===== src/rtl/conv_window_buffer_pkg.sv =====
// Shared defaults, state encoding and helpers for the sliding-window tile buffer.
package conv_window_buffer_pkg;

  localparam int PIXEL_W_DEF = 4;
  localparam int TILE_N_DEF  = 4;
  localparam int WIN_K_DEF   = 3;

  typedef enum logic {
    IDLE = 1'b0,
    SCAN = 1'b1
  } state_t;

  typedef logic [PIXEL_W_DEF-1:0] pixel_t;

  // Width of a position index over p positions; never below one bit.
  function automatic int pos_width(input int p);
    return (p > 1) ? $clog2(p) : 1;
  endfunction

endpackage


===== src/rtl/conv_window_buffer_scan_counter.sv =====
// Raster-order window position counter over a P x P grid of window origins.
module window_scan_counter
  import conv_window_buffer_pkg::*;
#(
  parameter  int P  = 2,
  localparam int PW = pos_width(P)
) (
  input  logic          clk,
  input  logic          n_rst,
  input  logic          clear,
  input  logic          advance,
  output logic [PW-1:0] row,
  output logic [PW-1:0] col,
  output logic          at_last
);

  localparam logic [PW-1:0] LAST_POS = PW'(P - 1);

  logic [PW-1:0] row_reg, row_next;
  logic [PW-1:0] col_reg, col_next;

  always_comb begin
    row_next = row_reg;
    col_next = col_reg;
    if (clear) begin
      row_next = '0;
      col_next = '0;
    end else if (advance) begin
      if (col_reg == LAST_POS) begin
        col_next = '0;
        row_next = row_reg + PW'(1);
      end else begin
        col_next = col_reg + PW'(1);
      end
    end
  end

  always_ff @(posedge clk or negedge n_rst) begin
    if (!n_rst) begin
      row_reg <= '0;
      col_reg <= '0;
    end else begin
      row_reg <= row_next;
      col_reg <= col_next;
    end
  end

  assign row     = row_reg;
  assign col     = col_reg;
  // With a single position (P = 1) this is constantly true.
  assign at_last = (row_reg == LAST_POS) && (col_reg == LAST_POS);

endmodule


===== src/rtl/conv_window_buffer.sv =====
// Double-banked tile buffer presenting a WIN_K x WIN_K window that slides over
// the active tile in raster order while the next tile waits in the shadow bank.
module conv_window_buffer
  import conv_window_buffer_pkg::*;
#(
  parameter  int PIXEL_W = PIXEL_W_DEF,
  parameter  int TILE_N  = TILE_N_DEF,
  parameter  int WIN_K   = WIN_K_DEF,
  localparam int P       = TILE_N - WIN_K + 1,
  localparam int PW      = pos_width(P)
) (
  input  logic                                        clk,
  input  logic                                        n_rst,
  input  logic                                        load_enable,
  input  logic                                        calc_done,
  input  logic [TILE_N-1:0][TILE_N-1:0][PIXEL_W-1:0] input_tile,
  output logic [WIN_K-1:0][WIN_K-1:0][PIXEL_W-1:0]   output_window,
  output logic                                        window_valid,
  output logic [PW-1:0]                               win_row,
  output logic [PW-1:0]                               win_col,
  output logic                                        last_window,
  output logic                                        tile_ready,
  output logic                                        load_overflow
);

  localparam int IDXW = (TILE_N > 1) ? $clog2(TILE_N) : 1;

  logic [TILE_N-1:0][TILE_N-1:0][PIXEL_W-1:0] active_reg;
  logic [TILE_N-1:0][TILE_N-1:0][PIXEL_W-1:0] shadow_reg;
  logic   shadow_full_reg, shadow_full_next;
  logic   overflow_reg, overflow_next;
  state_t state_reg, state_next;

  logic write_active, write_shadow, promote_shadow;
  logic cnt_clear, cnt_advance, at_last, accept;

  window_scan_counter #(.P(P)) u_scan (
    .clk     (clk),
    .n_rst   (n_rst),
    .clear   (cnt_clear),
    .advance (cnt_advance),
    .row     (win_row),
    .col     (win_col),
    .at_last (at_last)
  );

  assign accept = load_enable && !shadow_full_reg;

  always_comb begin
    state_next       = state_reg;
    shadow_full_next = shadow_full_reg;
    write_active     = 1'b0;
    write_shadow     = 1'b0;
    promote_shadow   = 1'b0;
    cnt_clear        = 1'b0;
    cnt_advance      = 1'b0;
    overflow_next    = load_enable && shadow_full_reg;
    case (state_reg)
      IDLE: begin
        if (accept) begin
          write_active = 1'b1;
          cnt_clear    = 1'b1;
          state_next   = SCAN;
        end
      end
      SCAN: begin
        if (calc_done && at_last) begin
          cnt_clear = 1'b1;
          if (shadow_full_reg) begin
            promote_shadow   = 1'b1;
            shadow_full_next = 1'b0;
          end else if (load_enable) begin
            // Shadow is empty, so the offer is accepted straight into active.
            write_active = 1'b1;
          end else begin
            state_next = IDLE;
          end
        end else begin
          cnt_advance = calc_done;
          if (accept) begin
            write_shadow     = 1'b1;
            shadow_full_next = 1'b1;
          end
        end
      end
      default: state_next = IDLE;
    endcase
  end

  always_ff @(posedge clk or negedge n_rst) begin
    if (!n_rst) begin
      state_reg       <= IDLE;
      active_reg      <= '0;
      shadow_reg      <= '0;
      shadow_full_reg <= 1'b0;
      overflow_reg    <= 1'b0;
    end else begin
      state_reg       <= state_next;
      shadow_full_reg <= shadow_full_next;
      overflow_reg    <= overflow_next;
      if (write_active) begin
        active_reg <= input_tile;
      end else if (promote_shadow) begin
        active_reg <= shadow_reg;
      end
      if (write_shadow) begin
        shadow_reg <= input_tile;
      end
    end
  end

  genvar gi, gj;
  generate
    for (gi = 0; gi < WIN_K; gi++) begin : g_win_row
      logic [IDXW-1:0] r_idx;
      assign r_idx = IDXW'(win_row) + IDXW'(gi);
      for (gj = 0; gj < WIN_K; gj++) begin : g_win_col
        logic [IDXW-1:0] c_idx;
        assign c_idx = IDXW'(win_col) + IDXW'(gj);
        assign output_window[gi][gj] = active_reg[r_idx][c_idx];
      end
    end
  endgenerate

  assign window_valid  = (state_reg == SCAN);
  assign last_window   = window_valid && at_last;
  assign tile_ready    = !shadow_full_reg;
  assign load_overflow = overflow_reg;

endmodule


===== config.mk =====
export PLATFORM = sky130hd
export DESIGN_NAME = conv_window_buffer
export DESIGN_NICKNAME = d
export VERILOG_FILES = /design/src/rtl/conv_window_buffer_pkg.sv /design/src/rtl/conv_window_buffer_scan_counter.sv /design/src/rtl/conv_window_buffer.sv
export SDC_FILE = /design/constraint.sdc
export NUM_CORES = 1
export LEC_CHECK = 0
export CAP_MARGIN = 20
export CORE_MARGIN = 5
export CORE_UTILIZATION = 49
export DETAILED_ROUTE_END_ITERATION = 6
export GPL_TIMING_DRIVEN = 0
export PLACE_DENSITY = 0.77
export SLEW_MARGIN = 40
export SYNTH_ARGS = -nofsm -noshare
export SYNTH_HDL_FRONTEND = slang
export SYNTH_HIERARCHICAL = 1
export SYNTH_SLANG_ARGS = --single-unit

===== constraint.sdc =====
create_clock -name clk -period 1.7 [get_ports clk]
set_input_delay 0.34 -clock clk [delete_from_list [all_inputs] [get_ports clk]]
set_output_delay 0.34 -clock clk [all_outputs]
set_load 0.03 [all_outputs]

* After elaboration in Yosys (flattened, before gate mapping)
Cells that the tools add are included.
** Storage, ports and cells
- Register bits after elaboration :: 133
- Input bits :: 68
- Output and inout bits :: 42
** Cells by class
- $add $sub $neg :: 6
- Magnitude comparators :: 6
- Mux-type cells :: 51
- Bitwise gates (word level) :: 1
- Reduce and logical (&&, ||, !) cells :: 12
** Operators with widths (number)
- 64-bit 2-to-1 mux :: 2
- 16-bit binary-select mux with 2-bit select :: 2
- 16-bit 2-to-1 mux :: 4
- 4-bit binary-select mux with 2-bit select :: 6
- 4-bit 2-to-1 mux :: 12
- 1-bit 2-to-1 mux :: 22
- 2-bit by 3-bit less-than comparator with 1-bit output (second input constant) :: 4
- 2-bit nonzero test :: 4
- 1-bit by 3-bit less-than comparator with 1-bit output (second input constant) :: 2
- 1-bit case mux with 2 select lines :: 3
- 1-bit logical AND :: 5
- 1-bit by 1-bit adder with 2-bit output (second input constant) :: 2
- 1-bit by 2-bit adder with 2-bit output (second input constant) :: 2
- 2-bit AND reduction :: 2
- 1-bit adder (second input constant) :: 2
- 1-bit zero test :: 1
- 1-bit NOT :: 1

* Longest topological paths before layout
Gate-level depths: netlist of run 1.
- Word-level depth :: 6
- Gate-level depth with buffers :: 5
- Gate-level depth less buffers :: 4

* Modules after synthesis
Netlist of run 1, hierarchy kept.
** By module, submodules not included
- conv_window_buffer :: times used 1, cells an instance 402, area each 6872.8 µm², sequential area each 3278.1 µm²
- window_scan_counter :: times used 1, cells an instance 8, area each 96.3 µm², sequential area each 50.0 µm²

* Worst setup path before layout of run 1
Ideal clock, no wire load.
- Path type :: register to output
- Start point :: register u_scan.col_reg (netlist: u_scan/col)
- End point :: output port output_window[10] (netlist name)
- Arrival :: 1.847 ns
- Data required time :: 1.360 ns
- Slack :: -0.487 ns
- Cell stages (with the launch flop) :: 4
- Buffers on the path :: 2
- Cell sequence :: dfrtp_1 buf_2 buf_2 mux4_2
** RTL lines
- start: declaration :: line conv_window_buffer_scan_counter.sv:20 : logic [PW-1:0] col_reg, col_next;
- start signal: assignment :: line conv_window_buffer_scan_counter.sv:44 : col_reg <= col_next;
- end: declaration :: line conv_window_buffer.sv:17 : output logic [WIN_K-1:0][WIN_K-1:0][PIXEL_W-1:0] output_window,

==> results.yml, run 1 <==
global_routing:
  overflow: 0
  grt_max_degree: 74
  grt_pass1_vias: 4787
  grt_pass1_wl_um: 26600
  antenna_found_initial: 0
  grtUsageTotal_pct: 21.4
worst_hold_path:
  hp-class: "in2async"
worst_setup_path:
  cpPeakStageDelay_ns: 0.43
  worst_ep_arrival_time_ns: 1.83
  cpMaxStageDelayCell: "dfrtp_2"
  path_buf_inv: 4
  cp-start-kind: "flop"
  cp_cell_sequence: "buf_12 -> clkbuf_16 -> buf_12 -> mux4_2 -> buf_6"
  required_ns: 1.36
  cp-end-kind: "output pin"
  crit_type: "reg2out"
  path_max_fanout: 10
  crit_top_cell: "buf_12"
  path_delay_family: "buffers and inverters"
run:
  drv_cap: 0
clock_tree:
  cts_buffers: 17
  path_clk_slew_ns: 0.06
  cts.sinks: 133
  clk_latency_ns: 0.43
  cts_root_buffer: "clkbuf_16"
  tritoncts: "done"
  htree_levels: 4
  clk_path_buf_depth: 2
sta:
  clock_skew_ns: 0.00611
  setup_viol: 166
  worst_slew_pin_slew_ns: 0.573
  fmax_ghz: 0.462
  slew_headroom_pct: 61.8
  drv_slew: 0
  layout_setup_ws_ns: -0.465
  fin_crit_ns: 2.17
  rsz0062_at_grt: "yes"
  finalSetupTns_ns: -47.33
  final-hold-violation-count: 0
  period_share_pct: 127
synthesis:
  synth_fa_ha_area_share_pct: 0
  synth_top_family_by_area: "multiplexers"
  synth_nets: 478
  synthSimpleGateAreaFrac_pct: 1.24
  synth_most_common_cell: "dfrtp_1"
  synth_area_leaders: "dfrtp_1, mux2_2, mux2_4"
  synth_warnings: 6
  avgSynthCellArea_sq_um: 17.0
  synth_edf_count: 0
  yosys.area.top_type: "dfrtp_1"
  synth_commonest_cells: "dfrtp_1, mux2_2, mux2_4"
  yosysSeqAreaShare_pct: 47.8
  syn_inst: 410
  muxShareOfSynthArea_pct: 46.3
  synth_xor_area_share_pct: 0.126
  async_flop_share_pct: 100
  netlist_area_sq_mm: 0.00697
  synth_flop_cell: "dfrtp_1"
  synth_compound_area_share_pct: 0.826
  synth_top_area_share_pct: 47.8
  yosysUniqueCellTypes: 24
  ys_seq_elements: 133
drt:
  dr.first_iter.drc_count: 340
  ant_nets: 0
  vias_per_cell: 5.51
  firstDrtPassIters: 4
  post_drt_wl_per_cell_um: 22.4
  vias: 4282
  wl_um: 17400
  drc: 0
outcome:
  status: "finished, violations left"
  violations: "setup timing"
layout:
  drive_gt1_share_pct: 64.5
  fin_nets: 652
  antenna_cells: 0
  syn2layout_area_growth_pct: 42.7
die:
  io_pins: 110
  start_util_pct: 50.0
  core_area_sq_mm: 0.0139
  die_w_um: 129
  fp-row-count: 43
  die-area_sq_mm: 0.0167
  die_h_um: 129
placed_design:
  routabilityCongestion: 0.797
  place_hpwl_um: 11100
  dp_slack_ns: -0.614
  io_buffer_count: 109
power:
  powerDensity_mw_per_mm2: 2440
  finalPower_w: 0.0243
  leakage_nw: 4.51
  peakVddDrop_v: 0.00163
[layer usage]
| metal | vias to the layer above | track usage [%] | part of all wire (%) |
|---|---|---|---|
| met1 | 2234 | 27.8 | 43 |
| met5 | - | 0 | 0 |
| met4 | 0 | 7.54 | 1.6 |
| met2 | 118 | 35.2 | 51 |
| li1 | 1908 | - | - |
| met3 | 22 | 5.11 | 4.2 |
[report_power, final]
part	total, W	leakage, nW	internal [W]	switching [W]
sequential	0.00605	1.60	0.00481	0.00124
combinational	0.0147	2.61	0.00894	0.00579
clock	0.00349	0.289	0.00214	0.00135
[per-stage QoR]
stage	hold slack (ns)	utilization (%)	instance area (sq um)	std cells
4_1_cts	0.500	69.9	9740	766
3_3_place_gp	0.481	60.8	8470	699
5_1_grt	0.521	71.3	9940	777
3_5_place_dp	0.346	61.0	8500	700
2_1_floorplan	0.0444	-	7150	410
6_report	0.468	71.3	9940	777
[what timing repair did]
| action | in CTS | in global routing |
|---|---|---|
| hold endpoints to repair | 72 | 0 |
| buffers inserted | 25 | 7 |
| gates cloned | 8 | 5 |
| resized for setup | 321 | 16 |
| pin swaps | 2 | 2 |
| hold buffers | 1 | 0 |
| endpoints found under the setup margin | 170 | 167 |
[worst reg2reg max path: cells and delay by family, from the launching register on]
kind | cells | cell delay, ns
buffers and inverters | 7 | 0.92
DFF | 1 | 0.43
AOI/OAI and AO/OA | 1 | 0.09
and+or+nand+nor | 2 | 0.21
muxes | 1 | 0.29
[worst paths after layout]
check / from / end / slack [ns] / cells past startpoint
setup / recovery: u_scan/col / output_window[34] / -0.47 / 5
hold / removal: n_rst / active_reg[1] / 0.47 / 2
setup reg to reg: u_scan/col / active_reg[11] / -0.36 / 11
hold reg to reg: shadow_reg[53] / shadow_reg[53] / 0.50 / 1
max in group asynchronous: n_rst / active_reg[51] / 0.53 / 3
min in group clk: shadow_reg[53] / shadow_reg[53] / 0.50 / 1
[cell usage in the layout, fill, tap and decap left out]
master / n
a21bo_1: 1
a21boi_0: 1
a21oi_2: 1
a22oi_4: 1
and2_1: 1
and2_4: 2
and3b_2: 1
buf_12: 21
buf_16: 9
buf_2: 4
buf_4: 16
buf_6: 54
buf_8: 4
bufinv_16: 1
clkbuf_1: 1
clkbuf_16: 22
clkbuf_8: 4
clkdlybuf4s18_2: 1
clkdlybuf4s50_1: 66
clkinv_2: 8
clkinv_4: 1
dfrtp_1: 130
dfrtp_2: 3
dlygate4sd2_1: 2
dlygate4sd3_1: 1
inv_2: 1
mux2_2: 93
mux2_4: 99
mux4_2: 36
nand2_1: 3
nand2_4: 1
nand2b_4: 1
nand3_1: 1
nand3b_1: 1
nand4_4: 1
nor2_1: 1
o21ai_0: 2
xnor2_1: 1
[layout make-up]
class | count | area [sq um]
buffer | 28 | 455
clock buffer | 22 | 484
clock inverter | 10 | 78.8
fill | 898 | 3990
inverter | 1 | 3.75
multi-input combinational | 248 | 3520
sequential | 133 | 3330
tap | 180 | 225
timing repair buffer | 155 | 1840
[cell families (layout without fill, tap and decap cells)]
family          count (synthesis)  count (layout)
buf+inv                        29             216
simple gates                   13              13
flops                         133             133
xor+xnor                        1               1
mux                           228             228
compound gates                  6               6
No activity file was read; power rests on OpenSTA's default activity.
==> inputs of run 2 (changes only) <==
--- a/config.mk
+++ b/config.mk
@@ -8,8 +8,9 @@
 export CAP_MARGIN = 20
 export CORE_MARGIN = 5
 export CORE_UTILIZATION = 49
+export CTS_CLUSTER_SIZE = 28
 export DETAILED_ROUTE_END_ITERATION = 6
-export GPL_TIMING_DRIVEN = 0
+export GPL_TIMING_DRIVEN = 1
 export PLACE_DENSITY = 0.77
 export SLEW_MARGIN = 40
 export SYNTH_ARGS = -nofsm -noshare
==> results.yml, run 2 (synthesis results as in run 1) <==
placed_design:
  dp.cells: 736
  place_hpwl_um: 11300
  io_buffer_count: 109
  routabilityCongestion: 0.803
  dp_slack_ns: -0.380
clock_tree:
  clk_latency_ns: 0.42
  htree_levels: 4
  cts_root_buffer: "clkbuf_16"
  cts_buffers: 17
  path_clk_slew_ns: 0.06
  clk_path_buf_depth: 2
  tritoncts: "done"
  cts.sinks: 133
power:
  peakVddDrop_v: 0.00130
  p_switching_w: 0.00844
  pwr-share-comb_pct: 59.5
  leakage_nw: 4.73
  seq_power_share_pct: 23.9
  swShare_pct: 33.5
  finalPower_w: 0.0252
  p_int_w: 0.0167
  powerDensity_mw_per_mm2: 2450
  clockPowerShare_pct: 16.6
sta:
  worst_slew_pin_slew_ns: 0.365
  slew_headroom_pct: 75.7
  fmax_ghz: 0.467
  clock_skew_ns: 0.00907
  drv_slew: 0
  fin_crit_ns: 2.14
  hold_ws_ns: 0.387
  period_share_pct: 126
  rsz0062_at_grt: "yes"
  final-hold-violation-count: 0
  layout_setup_ws_ns: -0.440
  setup_viol: 168
drt:
  post_drt_wl_per_cell_um: 22.0
  wl_um: 17900
  drc: 0
  firstDrtPassIters: 4
  vias: 4496
  ant_nets: 0
  dr.first_iter.drc_count: 347
  vias_per_cell: 5.52
global_routing:
  antenna_found_initial: 0
  overflow: 0
  grt_pass1_wl_um: 28100
  grtUsageTotal_pct: 22.5
  grt_pass1_vias: 5000
  grt_max_degree: 42
worst_setup_path:
  crit_type: "reg2out"
  r2r_cells: 11
  startpoint: "u_scan/col"
  required_ns: 1.36
  rrSetupSlack_ns: -0.39
  cp-end-kind: "output pin"
  path_max_fanout: 7
  reg2reg_from: "u_scan/col"
  worst_ep_arrival_time_ns: 1.80
  cp-start-kind: "flop"
  r2r_end: "shadow_reg[34]"
layout:
  layoutNonFillerInstCount: 814
  syn2layout_area_growth_pct: 47.5
  fin_nets: 689
  drive_gt1_share_pct: 66.6
  antenna_cells: 0
  layout_common_cells: "dfrtp_1, mux2_4, mux2_2, clkdlybuf4s50_1, buf_4"
  layout_commonest_cell: "dfrtp_1"
worst_hold_path:
  hp-class: "in2async"
die:
  die_w_um: 129
  start_util_pct: 50.0
  io_pins: 110
  fp-row-count: 43
  core_area_sq_mm: 0.0139
  die-area_sq_mm: 0.0167
  die_h_um: 129
run:
  drv_cap: 0
outcome:
  violations: "setup timing"
  status: "finished, violations left"
[run 2: cell count changes in the layout (fill, tap and decap cells not counted), moves of 2 or more]
cell        change
bufinv_16       +5
mux2_2          -7
buf_4          +44
buf_2           -4
clkinvlp_4      +3
mux2_4          +7
clkinv_2        -4
buf_6           +2
clkbuf_8        -3
clkbuf_16       -5
[run 2: timing repair]
action,4_1_cts,5_1_grt
pin swaps,4,4
hold buffers,1,0
gates cloned,10,0
endpoints found under the hold margin,33,0
setup endpoints to repair,169,171
resized for setup,252,22
setup buffers,34,8
[run 2: power by group through the flow]
| stage | logic [W] | registers, W | clock network [W] |
|---|---|---|---|
| 2_1_floorplan | 0.00901 | 0.00561 | 0 |
| 3_3_place_gp | 0.0127 | 0.00586 | 0 |
| 3_5_place_dp | 0.0129 | 0.00597 | 0 |
| 4_1_cts | 0.0149 | 0.00596 | 0.00422 |
| 5_1_grt | 0.0157 | 0.00617 | 0.00437 |
| 6_report | 0.0150 | 0.00601 | 0.00419 |
[run 2: metrics by stage]
step | cell area [sq um] | utilization [%] | setup TNS, ns
floorplan | 7150 | - | -3.53
global placement | 8850 | 63.5 | -41.34
detailed placement | 8850 | 63.5 | -47.44
CTS | 10300 | 73.6 | -51.37
global route | 10300 | 73.8 | -62.48
finish | 10300 | 73.8 | -53.16
[run 2: worst max-delay path: stages, from the launching register on]
cell     delay (ns)
dfrtp_2        0.41
buf_12         0.14
buf_8          0.13
mux4_2         0.54
buf_6          0.16
[run 2: worst max-delay path by stage]
stage                        endpoint  cells past startpoint
floorplan           output_window[14]                      3
global placement    output_window[20]                      3
detailed placement     active_reg[61]                      7
CTS                 output_window[22]                      4
global route        output_window[22]                      4
finish              output_window[22]                      4
[run 2: final cells by class]
cell class | count | area [sq um]
Clock buffer | 18 | 439
Clock inverter | 14 | 231
Fill cell | 808 | 3660
Inverter | 1 | 3.75
Multi-Input combinational cell | 248 | 3540
Sequential cell | 133 | 3330
Tap cell | 180 | 225
Timing Repair Buffer | 220 | 2500
[run 2: metal layers]
layer	up-vias	routed length (um)	track usage, %
met5	-	0	0
met4	0	398	8.28
met3	24	1000	5.48
met2	162	9100	38.0
met1	2332	7380	28.2
li1	1978	-	-
==> inputs of run 3 (changes only) <==
--- a/config.mk
+++ b/config.mk
@@ -8,6 +8,7 @@
 export CAP_MARGIN = 20
 export CORE_MARGIN = 5
 export CORE_UTILIZATION = 49
+export CTS_CLUSTER_DIAMETER = 120
 export CTS_CLUSTER_SIZE = 28
 export DETAILED_ROUTE_END_ITERATION = 6
 export GPL_TIMING_DRIVEN = 1
==> results of run 3 <==
No change in the layout: final DEF, timing and power equal those of run 2.
==> edit 1: new RTL, flow settings as in run 2 <==
The output `load_overflow` loses its register stage (`overflow_reg` becomes a continuous assignment).
--- a/src/rtl/conv_window_buffer.sv
+++ b/src/rtl/conv_window_buffer.sv
@@ -93,11 +93,9 @@
       active_reg      <= '0;
       shadow_reg      <= '0;
       shadow_full_reg <= 1'b0;
-      overflow_reg    <= 1'b0;
     end else begin
       state_reg       <= state_next;
       shadow_full_reg <= shadow_full_next;
-      overflow_reg    <= overflow_next;
       if (write_active) begin
         active_reg <= input_tile;
       end else if (promote_shadow) begin
@@ -108,6 +106,8 @@
       end
     end
   end
+
+  assign overflow_reg = overflow_next;
 
   genvar gi, gj;
   generate
Behaviour: not the same (a bounded check fails within 4 cycles, from zero or initial values and one cycle with n_rst low).
==> edit 1 against run 2 <==
The run still ends with setup timing left. Count of clock-buffer cells in the layout increased by 7. Largest power group unchanged. Sequential cell count decreased by 1. Routed wire length increased by 4.1%. Worst setup slack got worse by 94 ps. Total power decreased by 1.2%. Clock power decreased by 16%. Design area decreased by 0.94%. Area after synthesis decreased by 0.36%.
==> edit 1: results (changes against run 2) <==
status finished with violations (unchanged); failing checks setup timing (unchanged); top cell type's share of synthesized area 47.57% (was 47.76%); Routed WL 18.62 mm (was 17.89 mm); sequential cell area fraction in the yosys report 47.57% (was 47.76%); top post-synthesis cells by area dfrtp_1 (48%), mux2_2 (20%), mux2_4 (15%) (unchanged); Placer Congestion 0.7796 (was 0.8025); syn_nets 477 (was 478); synth cell count leaders dfrtp_1 (132), mux2_2 (123), mux2_4 (68) (was dfrtp_1 (133), mux2_2 (123), mux2_4 (68)); hpwl dp 11.62 mm (was 11.35 mm); FF-to-FF Start u_scan/row (was u_scan/col); capturing point of the worst reg2reg path active_reg[27] (was shadow_reg[34]); routed vias/inst 5.516 (was 5.523); final setup margin -534.6 ps (was -440.4 ps); crit-path max cell delay 450 ps (was 540 ps); Leakage 4.690 nW (was 4.734 nW); placed cells 739 (was 736); Crit path max-delay family buffers and inverters (was multiplexers); share of cells above drive strength 1 66.35% (was 66.56%); VDD IR max 0.001334 V (was 0.001298 V); GR Util All Layers 22.00% (was 22.46%); Final Net Count 688 (was 689); final setup fails 166 (was 168); Iter 0 DRT Violations 356 (was 347); crit path max fanout 4 (was 7); Layout Skew 7.685 ps (was 9.071 ps); worst slew pin tran 483.0 ps (was 364.7 ps); DR vias 4468 (was 4496)
## edit 1: cell types whose count changed after synthesis, sizes merged
cell	run 2	this run
dfrtp	133	132
## edit 1: worst max path at each step
stage	startpoint	slack [ps]	to	cells after the start
detailed placement	u_scan/col	-350	output_window[4]	3
global route	u_scan/col	-580	output_window[24]	6
CTS	u_scan/col	-560	output_window[22]	5
floorplan	u_scan/col	-80	output_window[14]	3
finish	u_scan/col	-530	output_window[24]	6
global placement	u_scan/col	-330	output_window[10]	3
## edit 1: area by class of cell
type / instances / area, um2 / area share (%)
Sequential cell: 132 / 3307 / 32.48
Multi-Input combinational cell: 248 / 3532 / 34.69
Inverter: 1 / 3.754 / 0.03686
Timing Repair Buffer: 220 / 2544 / 24.98
Tap cell: 180 / 225.2 / 2.212
Clock buffer: 25 / 525.5 / 5.161
Clock inverter: 4 / 45.04 / 0.4424
## edit 1: kinds of logic after synthesis
logic type | after synthesis | synth area share (%)
DFF | 132 | 47.57
muxes | 228 | 46.49
xor gates and xnor gates | 1 | 0.1261
buffers and inverters | 29 | 3.748
AOI/OAI and AO/OA | 6 | 0.8289
and+or+nand+nor | 13 | 1.243
## edit 1: power groups by stage
| stage | sequential (W) | clock (W) | combinational (W) |
|---|---|---|---|
| after floorplan | 0.00557 | 0 | 0.00902 |
| final | 0.00607 | 0.00354 | 0.0152 |
| after CTS | 0.00598 | 0.00358 | 0.0147 |
| after global routing | 0.00624 | 0.00373 | 0.0160 |
| after detailed placement | 0.00600 | 0 | 0.0129 |
| after global placement | 0.00588 | 0 | 0.0126 |
## edit 1: what timing repair did
action / 4_1_cts / 5_1_grt
pin swaps: 1 / 1
cloned: 7 / 6
endpoints found under the setup margin: 169 / 168
hold buffers: 1 / 0
buffers inserted: 18 / 18
hold endpoints to repair: 45 / 0
gates resized for setup: 241 / 34
## edit 1: metrics by stage
stage	cell area, um2	setup WS [ps]
after floorplan	7124	-78.38
after global routing	10180	-581.6
after global placement	8807	-327.0
after detailed placement	8807	-351.7
after CTS	9941	-561.9
final	10180	-534.6
## edit 1: worst reg2reg max path: cells and delay by family, from the launching register on
kind,cells,cell delay (ps)
AOI/OAI and AO/OA,1,240
buffers and inverters,6,800
DFF,1,380
muxes,1,310
and+or+nand+nor,2,240
## edit 1: per-layer routing
layer	track usage, %	vias to the layer above	wire length [um]
met2	35.64	118	9564
met1	29.09	2357	7935
met4	8.338	0	303
li1	-	1968	-
met5	0	-	0
met3	5.111	25	820
==> edit 2: new RTL, flow settings as in run 2 <==
Made on the original files. The package constant `TILE_N_DEF` goes from 4 to 8.
--- a/src/rtl/conv_window_buffer_pkg.sv
+++ b/src/rtl/conv_window_buffer_pkg.sv
@@ -2,7 +2,7 @@
 package conv_window_buffer_pkg;
 
   localparam int PIXEL_W_DEF = 4;
-  localparam int TILE_N_DEF  = 4;
+  localparam int TILE_N_DEF  = 8;
   localparam int WIN_K_DEF   = 3;
 
   typedef enum logic {
Interface: changed (resized input_tile, win_col and win_row); port bits go from 110 to 306. No check against the original RTL was run, so the function may have changed too.
==> edit 2 against run 2 <==
The flow still finishes with violations (setup timing). Critical path type unchanged. Sequential share of layout area grew 1.7 points. Clock skew grew 24 ps. Register-to-register slack got worse by 560 ps. Area after synthesis rose to 4.1 times the old value. Routed wire length rose to 6.1 times the old value. Worst setup slack got worse by 1500 ps. Design area rose to 3.7 times the old value. Sequential cell count grew 388.
Power is left out: it rests on default switching activity, and per cell area and clock period it moved more than threefold.
==> edit 2: results (changes against run 2) <==
Final TNS setup -503870 ps (was -53160 ps); final setup margin -1940 ps (was -440.4 ps); antenna violations before repair 6 (was 0); Slew Limit Headroom 55.15% (was 75.68%); crit path capture output_window[21] (was output_window[22]); Layout Skew 33.14 ps (was 9.071 ps); Setup crit start u_scan/row[0] (was u_scan/col); GR Util met2 51.36% (was 37.96%); vias in the first global route 24883 (was 5000); hpwl dp 85.00 mm (was 11.35 mm); routed vias/inst 6.347 (was 5.523); Multi-input gate area 15090 um2 (was 3545 um2); Reg2Reg Depth 12 (was 11); Placer Congestion 1.007 (was 0.8025); syn_nets 2905 (was 478); Yosys cell types 56 (was 24); sequential cell area fraction in the yosys report 45.87% (was 47.76%); top post-synthesis cells by area dfrtp_1 (46%), mux4_2 (12%), mux2_2 (11%) (was dfrtp_1 (48%), mux2_2 (20%), mux2_4 (15%)); Place WS -1415 ps (was -379.9 ps); PortBufs 305 (was 109); clock buffer depth 3 (was 2); CTS buffer count 52 (was 17); Final Net Count 3429 (was 689); placed cells 3831 (was 736); clk_lat worst skew 620 ps (was 420 ps); Fillers 4265 (was 808); final setup fails 566 (was 168); status finished with violations (unchanged); GR Util All Layers 33.65% (was 22.46%); failing checks setup timing (unchanged); M1 GR Usage 49.93% (was 28.18%); capturing point of the worst reg2reg path shadow_reg[25] (was shadow_reg[34]); synth cell count leaders nand2_1 (524), dfrtp_1 (521), o21ai_0 (295) (was dfrtp_1 (133), mux2_2 (123), mux2_4 (68)); largest net degree at the start of global routing 121 (was 42); met3 usage 7.707% (was 5.482%); worst reg2reg setup slack -950 ps (was -390 ps); first-pass GRT wire length 161.1 mm (was 28.09 mm); Mapped Cells 2641 (was 410); Routed WL 109.6 mm (was 17.89 mm); H-Tree Depth 2 (was 4); Iter 0 DRT Violations 3036 (was 347)
[edit 2: layout make-up]
type,instances,area share (%)
multi-input combinational,1867,39.48
sequential,521,34.16
timing repair buffer,715,19.29
clock buffer,74,3.912
tap,765,2.504
clock inverter,17,0.5401
inverter,8,0.07856
antenna,5,0.03274
[edit 2: kinds of logic (layout without fill, tap and decap cells)]
family / after synthesis / after routing / synth area share (%)
muxes: 497 / 497 / 25.71
other: 0 / 5 / 0
adders and majority gates: 4 / 4 / 0.1761
xor gates and xnor gates: 6 / 6 / 0.2510
AOI/OAI and AO/OA: 720 / 720 / 14.91
buffers and inverters: 253 / 814 / 4.033
DFF: 521 / 521 / 45.87
and+or+nand+nor: 640 / 640 / 9.051
[edit 2: stage by stage]
stage / cell area [um2] / hold WS (ps)
final: 38220 / 150.5
after global placement: 35230 / 202.7
after CTS: 37350 / 137.2
after global routing: 38220 / 165.9
after detailed placement: 35230 / 199.4
after floorplan: 29720 / 44.41
[edit 2: worst min-delay path by stage]
stage                                 end  slack [ps]  cells after the start
after CTS                 active_reg[242]         140                      2
after global routing      active_reg[242]         170                      2
after floorplan             active_reg[0]          40                      0
final                     active_reg[242]         150                      2
after detailed placement  active_reg[242]         200                      1
after global placement    active_reg[242]         200                      1
[edit 2: metal layers]
metal  vias up  wire, um
met5         -         7
met4         2      2761
met3       181     10510
met2      1258     49390
met1     12872     46900
li1      10899         -
[edit 2: repair_timing]
item / in CTS / in global routing
pin swaps: 11 / 47
hold buffers: 1 / 0
hold endpoints to repair: 312 / 0
setup endpoints to repair: 566 / 566
cloned: 6 / 9
gates resized for setup: 30 / 125
setup buffers: 8 / 22
